--- config.mk ---
export PLATFORM = sky130hd
export DESIGN_NAME = branch_resolve_unit
export DESIGN_NICKNAME = d
export VERILOG_FILES = /design/src/rtl/branch_resolve_unit.sv
export SDC_FILE = /design/constraint.sdc
export NUM_CORES = 1
export LEC_CHECK = 0
export CORE_UTILIZATION = 58
export DETAILED_ROUTE_END_ITERATION = 10
export PLACE_DENSITY_LB_ADDON = 0.1
export RECOVER_POWER = 50
export SETUP_SLACK_MARGIN = 0.3
export SLEW_MARGIN = 30
export SYNTH_ARGS = -nofsm -noshare
export SYNTH_HDL_FRONTEND = slang
export SYNTH_SLANG_ARGS = --single-unit
--- constraint.sdc ---
create_clock -name clk -period 13 [get_ports clk]
set_input_delay 3.25 -clock clk [delete_from_list [all_inputs] [get_ports clk]]
set_output_delay 3.25 -clock clk [all_outputs]
set_load 0.02 [all_outputs]
--- src/rtl/branch_resolve_unit.sv ---
// Branch resolution: evaluates the branch condition, computes the next PC,
// trains a table of 2-bit predictor counters and tracks mispredictions.
module branch_resolve_unit #(
    parameter int unsigned XLEN      = 32,
    parameter int unsigned BHT_DEPTH = 64,
    parameter int unsigned CNT_W     = 16
) (
    input  logic             clk,
    input  logic             rst,
    input  logic             flush,
    input  logic             in_valid,
    input  logic [2:0]       funct3,
    input  logic [XLEN-1:0]  rs1_val,
    input  logic [XLEN-1:0]  rs2_val,
    input  logic [XLEN-1:0]  pc,
    input  logic [XLEN-1:0]  imm,
    input  logic             in_pred_taken,
    input  logic [XLEN-1:0]  lookup_pc,
    output logic             pred_taken,
    output logic             out_valid,
    output logic             take_branch,
    output logic             mispredict,
    output logic [XLEN-1:0]  redirect_pc,
    output logic             illegal,
    output logic [CNT_W-1:0] mispredict_count
);

    localparam int unsigned IDX_W = $clog2(BHT_DEPTH);

    localparam logic [2:0] F3_BEQ  = 3'b000;
    localparam logic [2:0] F3_BNE  = 3'b001;
    localparam logic [2:0] F3_BLT  = 3'b100;
    localparam logic [2:0] F3_BGE  = 3'b101;
    localparam logic [2:0] F3_BLTU = 3'b110;
    localparam logic [2:0] F3_BGEU = 3'b111;

    logic [1:0]       bht [BHT_DEPTH];

    logic             accept_c;
    logic             legal_c;
    logic             cond_c;
    logic             take_c;
    logic             misp_c;
    logic [XLEN-1:0]  target_c;
    logic [IDX_W-1:0] upd_idx_c;
    logic [IDX_W-1:0] lk_idx_c;
    logic [1:0]       ctr_cur_c;
    logic [1:0]       ctr_next_c;
    logic [CNT_W-1:0] count_next_c;

    // Word-aligned PC bits select the counter; remaining bits only feed the adders.
    logic unused_pc_bits;
    assign unused_pc_bits = ^{lookup_pc[XLEN-1:IDX_W+2], lookup_pc[1:0]};

    assign lk_idx_c   = lookup_pc[IDX_W+1:2];
    assign pred_taken = bht[lk_idx_c][1];

    // Condition evaluation, next-PC, counter and mispredict-total next values.
    always_comb begin
        accept_c     = in_valid & ~flush;
        legal_c      = (funct3 != 3'b010) && (funct3 != 3'b011);
        cond_c       = 1'b0;
        case (funct3)
            F3_BEQ:  cond_c = (rs1_val == rs2_val);
            F3_BNE:  cond_c = (rs1_val != rs2_val);
            F3_BLT:  cond_c = ($signed(rs1_val) <  $signed(rs2_val));
            F3_BGE:  cond_c = ($signed(rs1_val) >= $signed(rs2_val));
            F3_BLTU: cond_c = (rs1_val <  rs2_val);
            F3_BGEU: cond_c = (rs1_val >= rs2_val);
            default: cond_c = 1'b0;
        endcase
        take_c       = legal_c & cond_c;
        misp_c       = legal_c & (take_c ^ in_pred_taken);
        target_c     = take_c ? (pc + imm) : (pc + XLEN'(4));

        upd_idx_c    = pc[IDX_W+1:2];
        ctr_cur_c    = bht[upd_idx_c];
        ctr_next_c   = ctr_cur_c;
        if (take_c) begin
            if (ctr_cur_c != 2'd3) ctr_next_c = ctr_cur_c + 2'd1;
        end else begin
            if (ctr_cur_c != 2'd0) ctr_next_c = ctr_cur_c - 2'd1;
        end

        count_next_c = mispredict_count;
        if (misp_c && (mispredict_count != {CNT_W{1'b1}}))
            count_next_c = mispredict_count + CNT_W'(1);
    end

    // Result registers, predictor table and mispredict total.
    always_ff @(posedge clk or posedge rst) begin
        if (rst) begin
            out_valid        <= 1'b0;
            take_branch      <= 1'b0;
            mispredict       <= 1'b0;
            illegal          <= 1'b0;
            redirect_pc      <= '0;
            mispredict_count <= '0;
            for (int i = 0; i < int'(BHT_DEPTH); i++) bht[i] <= 2'd1;
        end else begin
            out_valid <= accept_c;
            if (accept_c) begin
                take_branch      <= take_c;
                mispredict       <= misp_c;
                illegal          <= ~legal_c;
                redirect_pc      <= target_c;
                mispredict_count <= count_next_c;
                if (legal_c) bht[upd_idx_c] <= ctr_next_c;
            end else begin
                take_branch <= 1'b0;
                mispredict  <= 1'b0;
                illegal     <= 1'b0;
            end
        end
    end

endmodule

Yosys cells after proc, flatten, opt, wreduce, memory -nomap -nowiden
Cells that the tools add are included.
{"block": "word_totals", "ff_bits": 180, "in_bits": 168, "output_inout_bits": 53, "word_cells": 125}
{"block": "classes", "addsub": 5, "magnitude_cmp": 7, "n_eq_ne": 11, "n_mux": 17, "n_bitwise": 8, "n_reduce_logical": 7}
{"cell": "$bwmux 128", "count": 1}
{"cell": "$ge 32x32->1", "count": 2}
{"cell": "$lt 32x32->1", "count": 2}
{"cell": "$add 32x3->32 const B", "count": 1}
{"cell": "$add 32x32->32", "count": 1}
{"cell": "$eq 32x32->1", "count": 1}
{"cell": "$mux 32", "count": 1}
{"cell": "$ne 32x32->1", "count": 1}
{"cell": "$bmux 2 s6", "count": 2}
{"cell": "$add 16x1->16 const B", "count": 1}
{"cell": "$mux 2", "count": 8}
{"cell": "$ne 16x16->1 const B", "count": 1}
{"cell": "$ge 7x7->1 const B", "count": 2}
{"cell": "$not 6->7", "count": 2}
{"cell": "$demux 2 s6", "count": 1}
{"cell": "$eq 3x3->1 const B", "count": 4}
{"cell": "$lt 7x1->1 const B", "count": 1}
{"cell": "$ne 3x2->1 const B", "count": 2}
{"cell": "$pmux 1 s6", "count": 1}
{"cell": "$reduce_and 2->1", "count": 2}
{"cell": "$and 1x1->1", "count": 3}
{"cell": "$eq 3x1->1 const B", "count": 1}
{"cell": "$logic_and 1x1->1", "count": 3}
{"cell": "$logic_not 3->1", "count": 1}
{"cell": "7 further kinds", "count": 10}

Depth between registers and ports, before layout
{"block": "logic_depth", "depth_word": 8, "ltp_mapped": 14, "depth_no_buf": 13}

Least setup slack after synthesis
OpenSTA, ideal clock, no wires.
{"block": "synth_timing", "kind": "in2out", "startpoint": "input lookup_pc[2]", "endpoint": "output pred_taken", "arrival_ns": 5.731, "required_ns": 9.750, "setup_slack_ns": 4.019, "stages": 5, "n_path_buf": 2, "path_cell_list": "clkbuf_1 > buf_1 > mux4_2 > mux4_2 > mux4_2"}
{"block": "synth_via", "elab_chain_len": 4}
{"item": "from (decl)", "line_no": "18", "text": "input logic [XLEN-1:0] lookup_pc,"}
{"item": "$not 6->7 (not written as such)", "line_no": "56", "text": "assign pred_taken = bht[lk_idx_c][1];"}
{"item": "$bmux 2 s6", "line_no": "56"}
{"item": "$mux 2 (not written as such) (2 in series)", "line_no": "56"}
{"item": "to (decl)", "line_no": "19", "text": "output logic pred_taken,"}
No other way between the ends. The select of a mux whose other input is x is not followed.

==> impl_metrics.tcl <==
set metrics [dict create \
    synth_warnings 0 \
    ys_ff_latch 180 \
    num_antenna_cells 0 \
    num_rows 52 \
    totalWireLength_mm 32.1 \
    yosysUniqueCellTypes 73 \
    syn_inst 1242 \
    status "finished, violations left" \
    p_comb_share_pct 26.4 \
    cpMaxStageDelayCell "clkinvlp_2" \
    path_clk_slew_ns 0.07 \
    gr-total-overflow 0 \
    fp.dieH_microns 146 \
    synth-edff-count 0 \
    grt_pass1_vias 10200 \
    die_width_microns 146 \
    p_clk_share_pct 32.1 \
    worst_ep_required_time_ns 12.72 \
    skew_ns 0.0115 \
    antenna_left 0 \
    gp_congestion 0.875 \
    fin_tns_setup_ns 0 \
    yosys-top-cells-area "dfrtp_1 24%, dfstp_2 14%, mux4_2 7.5%" \
    grt_pass1_wl_mm 52.4 \
    grt.total_usage_pct 30.9 \
    rsz0062_at_grt "no" \
    yosysMostFrequentCell "nand2_1" \
    period_share_pct 74.3 \
    hold_violations 0 \
    antenna_found_initial 0 \
    pwr-share-seq_pct 41.5 \
    ir_worst_vdd_v 0.0000889 \
    leakagePower_nw 6.34 \
    setup_viol 0 \
    grt_max_degree 112 \
    seq_area_frac_synth_pct 38.0 \
    p_int_mw 1.09 \
    p_switching_mw 0.514 \
    critPathMaxStageDelay_ns 2.71 \
    area_growth_pct 21.9 \
    clk_path_buf_depth 2 \
    max-cap-violations 3 \
    hold_path.class "reg2reg" \
    async_flop_share_pct 100 \
    startpoint_type "input pin" \
    cellPowerDensity_nw_per_um2 109 \
    ctsHoldBuffers 0 \
    clock.fmax_mhz 103 \
    drt_iter0_markers 808 \
    ios 221 \
    finalWorstPathRequiredPeriod_ns 9.66 \
    slew_violations 238 \
    slew_headroom_pct -230 \
    portBuffers 194 \
    yosys.area.top_type_share_pct 24.1 \
    cts_resized 0 \
    htreeDepth 4 \
    syn_nets 1476 \
    cts_buffers 17 \
    core_sq_um 20300 \
    holdWs_ns 0.470 \
    drive_gt1_share_pct 16.0 \
    postCtsSetupRepairBufs 0 \
    path_class "in2async" \
    cp_data_arrival_time_ns 9.38 \
    clockRootBuffer "clkbuf_16" \
    synth-main-ff-cell "dfrtp_1" \
    start_util_pct 59.4 \
    viasPerCell 6.12 \
    swShare_pct 32.1 \
    failed_checks "capacitance limit, slew limit" \
    cts_tree "yes" \
    end_kind "asynchronous set/reset pin" \
    synth_common_cells "147 x nand2_1, 120 x nor2_1, 116 x dfrtp_1, 83 x a21oi_1, 80 x o21ai_0" \
    worst_slew_pin_slew_ns 4.92 \
    cp_num_buf_inv 3 \
    dieArea_sq_um 21400 \
    worstPathMaxFanout 111 \
    cp_cell_sequence "dlygate4sd3_1 > clkinvlp_2 > clkbuf_1" \
    insertion_delay_ns 0.44 \
    avgSynthCellArea_sq_um 9.71 \
    vias 10400 \
    syn_area_sq_um 12100 \
    numClockSinks 180 \
    post-synth-top-area-cell "dfrtp_1" \
    drcViolationCount 0 \
    path_delay_family "buffers and inverters" \
    dp_hpwl_mm 22.6 \
    drtPass1Iterations 5 \
    nets 1643 \
    post_drt_wl_per_cell_microns 19.0 \
]
[metal layers]
metal	global-route usage, %	vias to the layer above	part of all wire, %
met5	0	-	0
met2	50.7	424	48
met4	9.06	0	2.4
li1	-	4855	-
met3	6.94	66	8.1
met1	41.2	5017	41
[state kept, by name (all words and copies together), names as in the netlist]
signal	cells
take_branch	1
mispredict	1
mispredict_count	16
out_valid	1
redirect_pc	32
illegal	1
bht	128
[worst paths after layout]
path | endpoint | from | cells after the start | slack [ns]
worst min register to register | redirect_pc[1] | redirect_pc[1] | 2 | 0.47
worst min-delay path | redirect_pc[1] | redirect_pc[1] | 2 | 0.47
worst max register to register | bht[87] | bht[91] | 8 | 9.58
worst max-delay path | bht[115] | rst | 3 | 3.34
max in group clk | pred_taken | lookup_pc[3] | 5 | 3.45
min in group asynchronous | redirect_pc[28] | rst | 2 | 4.76
[cell families after synthesis]
family / after synthesis / synth area share (%)
AOI/OAI and AO/OA: 265 / 13.5
xor gates and xnor gates: 71 / 5.22
adders and majority gates: 66 / 6.91
buffers and inverters: 107 / 3.89
DFF: 180 / 38.0
muxes: 135 / 16.1
and+or+nand+nor: 418 / 16.3
[final cells by class]
cell class              count  area [sq um]
multi-input cells         955          7020
fillers                  1474          5600
flip-flops and latches    180          4580
repair buffers            204          1990
clock buffers              18           429
well taps                 270           338
inverters                  51           193
clock inverters            14           144
[worst reg2reg max path: stages, from the launching register on]
cell and delay (ns):
dfrtp_1 0.41, mux4_2 0.47, mux2i_1 0.35, o221ai_1 0.22, nor4_1 0.39, or2_4 0.21, a21boi_4 0.57, buf_4 0.50
o21ai_0 0.18
[metrics by stage]
step | instances | power [mW] | worst slack (ns) | util (%) | instance area, sq um
6_report | 1692 | 1.60 | 3.34 | 72.4 | 14700
5_1_grt | 1692 | 1.68 | 2.05 | 72.4 | 14700
4_1_cts | 1692 | 1.62 | 3.49 | 72.5 | 14700
3_5_place_dp | 1660 | 1.10 | 3.49 | 69.6 | 14100
3_3_place_gp | 1660 | 1.09 | 3.06 | 69.7 | 14100
2_1_floorplan | 1242 | 0.932 | 4.02 | - | 12100
[cells in the final DEF, fill, tap and decap left out, types with 7 or more instances in the layout]
cell / n
a21o_1: 20
a21oi_1: 83
a31oi_1: 7
and3_1: 10
buf_4: 9
clkbuf_16: 17
clkdlybuf4s50_1: 136
dfrtp_1: 116
dfstp_2: 64
dlygate4sd3_1: 54
ha_1: 65
inv_1: 49
mux2_1: 12
mux2_2: 59
mux2i_1: 24
mux4_2: 40
nand2_1: 147
nand3_1: 34
nand4_1: 26
nor2_1: 119
nor2b_1: 10
nor3_1: 17
nor4_1: 12
o21ai_0: 80
o22ai_1: 8
xnor2_1: 30
xor2_1: 40
[power groups by stage]
stage               Clock, mW  Combinational, mW  Sequential [mW]
floorplan                   0              0.233            0.700
global placement            0              0.422            0.672
detailed placement          0              0.431            0.674
CTS                     0.520              0.434            0.665
global route            0.542              0.461            0.672
finish                  0.514              0.423            0.665
Note: power is estimated with default switching activity, not from simulation.
==> patch 1, RTL diff (same settings) <==
Set the parameter `CNT_W` to 32 (it was 16).
--- a/src/rtl/branch_resolve_unit.sv
+++ b/src/rtl/branch_resolve_unit.sv
@@ -3,7 +3,7 @@
 module branch_resolve_unit #(
     parameter int unsigned XLEN      = 32,
     parameter int unsigned BHT_DEPTH = 64,
-    parameter int unsigned CNT_W     = 16
+    parameter int unsigned CNT_W     = 32
 ) (
     input  logic             clk,
     input  logic             rst,
Interface: changed (resized mispredict_count); port bits go from 221 to 237. The function was not compared with the original's and may differ.
==> patch 1 against the original RTL <==
The run still ends with capacitance limit, slew limit left. Setup slack gained 0.069 ns. Final area is 5.1% higher. Fmax is 0.72% higher. Routed wire length increased by 3.6%. Critical path depth rose by 2. Clock power increased by 4.5%. Highest routed layer unchanged. Final cell count rose by 0.65%. Die area grew 3.8%. Total power fell by 0.60%. Synthesized area increased by 3.9%. Non-clock buffer count increased by 17. Sequential cell count rose by 16.
==> patch 1: results (changes against the original RTL) <==
count of nets after finishing 1649 (was 1643); end of the worst register-to-register path bht[85]$_DFFE_PP0P_ (was bht[87]$_DFFE_PP0P_); largest net degree at the start of global routing 131 (was 112); relative slew slack -285% (was -230%); Final Max Slew Viols 193 (was 238); global placement routability congestion 0.873 (was 0.875); DR pass1 iterations 6 (was 5); critical path peak fanout 16 (was 111); Compound-Gate Fraction of Synth Area 12.9% (was 13.5%); multiplexer area fraction after synthesis 16.1% (about the same); Worst Path Arrival 6.35 ns (was 9.38 ns); setup slack on the worst flop-to-flop path 10.21 ns (was 9.58 ns); all-layer global routing usage 30.5% (was 30.9%); Filler Cell Count 1520 (was 1474); slowest library cell on the worst path sky130_fd_sc_hd__clkdlybuf4s50_1 (was sky130_fd_sc_hd__clkinvlp_2); met2 Resource Use GR 49.9% (was 50.7%); Critical R2R Launch bht[44]$_DFFE_PP1P_ (was bht[91]$_DFFE_PP0P_); share of final-layout standard cells stronger than drive strength 1 20.0% (was 16.0%); Synth top cells by count 132 x sky130_fd_sc_hd__dfrtp_1, 128 x sky130_fd_sc_hd__mux2_2, 128 x sky130_fd_sc_hd__nand2_1 (was 147 x sky130_fd_sc_hd__nand2_1, 120 x sky130_fd_sc_hd__nor2_1, 116 x sky130_fd_sc_hd__dfrtp_1); ranking of synthesized cells by area sky130_fd_sc_hd__dfrtp_1 26%, sky130_fd_sc_hd__dfstp_2 13%, sky130_fd_sc_hd__mux2_2 12% (was sky130_fd_sc_hd__dfrtp_1 24%, sky130_fd_sc_hd__dfstp_2 14%, sky130_fd_sc_hd__mux4_2 7.5%); max cap viols 2 (was 3); Static Leakage 6.73 nW (was 6.34 nW); Worst Hold Slack 0.470 ns (about the same); wire length per cell 19.5 um (was 19.0 um); Synth Net Count 1464 (was 1476); registers with the highest flip-flop counts bht (128), mispredict_count (32), redirect_pc (32) (was bht (128), redirect_pc (32), mispredict_count (16)); first-pass GRT wire length 52800 um (was 52400 um); routed wire length on met3 2460 um (was 2600 um); outcome finished with violations (unchanged); failing checks capacitance limit, slew limit (unchanged); Crit. Startpoint lookup_pc[3] (was rst); met3 layer usage reported by global route 5.50% (was 6.94%); worst setup slack after placement 3.49 ns (about the same); Switching Power 0.504 mW (was 0.514 mW); number of DRC violations after detailed-routing iteration 0 733 (was 808); met1 WL 14100 um (was 13300 um)
-- patch 1: area by class of cell --
cell class	instances	area (um2)	share of cell area, %
tap	275	344	2.23
sequential	196	4980	32.3
multi-input combinational	934	7170	46.4
timing repair buffer	221	2180	14.1
inverter	45	170	1.10
clock buffer	18	429	2.78
clock inverter	14	180	1.17
-- patch 1: how the worst max path moves through the flow --
stage | endpoint | slack, ns | cells past startpoint
finish | pred_taken | 3.40 | 5
global route | pred_taken | 3.36 | 5
CTS | pred_taken | 3.48 | 5
detailed placement | pred_taken | 3.49 | 5
global placement | pred_taken | 3.04 | 5
floorplan | pred_taken | 4.02 | 5
-- patch 1: power groups by stage --
stage	sequential, mW	clock (mW)	combinational (mW)
floorplan	0.725	0	0.194
finish	0.683	0.537	0.372
global placement	0.693	0	0.374
CTS	0.684	0.543	0.382
detailed placement	0.695	0	0.380
global route	0.688	0.568	0.406
==> patch 2, RTL diff (same flow settings) <==
Made on the original files. Reset style: synchronous (`rst`), changed in one clocked block.
--- a/src/rtl/branch_resolve_unit.sv
+++ b/src/rtl/branch_resolve_unit.sv
@@ -88,7 +88,7 @@
     end
 
     // Result registers, predictor table and mispredict total.
-    always_ff @(posedge clk or posedge rst) begin
+    always_ff @(posedge clk) begin
         if (rst) begin
             out_valid        <= 1'b0;
             take_branch      <= 1'b0;
Check against the original RTL: differs if rst is asserted again (counterexample within 4 cycles, from zero or initial values and one cycle with rst high); with rst held inactive, the same outputs for 4 cycles.
==> patch 2 against the original RTL <==
Register-to-register slack improved by 0.10 ns. Sequential cell count unchanged. Setup slack improved by 0.079 ns. Clock power increased by 6.8%. Highest routed layer unchanged. The flow still finishes with violations (capacitance limit, slew limit). Final area increased by 2.9%. Synthesized area increased by 3.6%. Sequential power decreased by 3.8%. Routed wire length increased by 8.0%. Total power decreased by 3.6%. Critical path type is now in2out. Critical path depth increased by 2. Count of clock-buffer cells in the layout decreased by 1.
==> patch 2: results (changes against the original RTL) <==
global routing usage on met1 38.8% (was 41.2%); first-pass GRT wire length 54100 um (was 52400 um); worst setup slack after placement 3.45 ns (was 3.49 ns); Worst Path Arrival 6.34 ns (was 9.38 ns); max cap viols 2 (was 3); switching power share of the total 29.6% (was 32.1%); sequential share of the synthesized area 39.1% (was 38.0%); Final Max Slew Viols 51 (was 238); outcome finished with violations (unchanged); post-detailed-route via-to-cell ratio 6.31 (was 6.12); largest voltage drop on the vdd net 0.114 mV (was 0.0889 mV); critical path peak fanout 16 (was 111); met2 routed WL 16800 um (was 15400 um); initial antenna violation count 1 (was 0); fraction of synthesized cell area in xor and xnor cells 3.44% (was 5.22%); Detail Placement HPWL 24300 um (was 22600 um); routed wire length on met3 3220 um (was 2600 um); global placement routability congestion 0.903 (was 0.875); Int Power 1.09 mW (about the same); met1 WL 13700 um (was 13300 um); failing checks capacitance limit, slew limit (unchanged); met3 layer usage reported by global route 6.42% (was 6.94%); Static Leakage 5.78 nW (was 6.34 nW); Synth async-reset ratio 0% (was 100%); largest net degree at the start of global routing 72 (was 112); Compound-Gate Fraction of Synth Area 16.2% (was 13.5%); slowest library cell on the worst path sky130_fd_sc_hd__clkdlybuf4s50_1 (was sky130_fd_sc_hd__clkinvlp_2)
patch 2: changes by cell type after synthesis, sizes merged, moves of 28 or more:
cell | before | now
mux2 | 71 | 15
nor3 | 19 | 47
a21oi | 83 | 49
dfxtp | 0 | 52
dfstp | 64 | 0
o21ai | 85 | 25
nand2b | 6 | 53
nand2 | 147 | 112
nand3 | 35 | 89
a22oi | 6 | 43
dfrtp | 116 | 0
edfxtp | 0 | 128
clkbuf | 29 | 58
patch 2: area by class of cell:
class | instances | area, um2
antenna | 1 | 2.50
clock buffer | 17 | 425
sequential | 180 | 4880
multi-input combinational | 986 | 7030
tap | 275 | 344
timing repair buffer | 209 | 2040
clock inverter | 15 | 194
inverter | 53 | 199
fill | 1642 | 5960
patch 2: worst register-to-register path, stage by stage, from the launching register on:
cell and delay (ns):
sky130_fd_sc_hd__edfxtp_1 0.38, sky130_fd_sc_hd__a22o_1 0.22, sky130_fd_sc_hd__a221oi_1 0.32, sky130_fd_sc_hd__nand3_1 0.14
sky130_fd_sc_hd__a22o_1 0.29, sky130_fd_sc_hd__nor4_1 0.35, sky130_fd_sc_hd__maj3_2 0.53, sky130_fd_sc_hd__buf_4 0.67
sky130_fd_sc_hd__nor3_1 0.15
patch 2: path summary, 6_finish.rpt:
| path | from | endpoint | slack, ns | cells past startpoint |
|---|---|---|---|---|
| worst max-delay path | lookup_pc[3] | pred_taken | 3.41 | 5 |
| worst min-delay path | redirect_pc[4]$_SDFFE_PP0P_ | redirect_pc[4]$_SDFFE_PP0P_ | 0.46 | 2 |
| worst min register to register | redirect_pc[4]$_SDFFE_PP0P_ | redirect_pc[4]$_SDFFE_PP0P_ | 0.46 | 2 |
| worst max register to register | bht[8][0]$_SDFFCE_PN1P_ | bht[26][1]$_SDFFCE_PN0P_ | 9.68 | 8 |
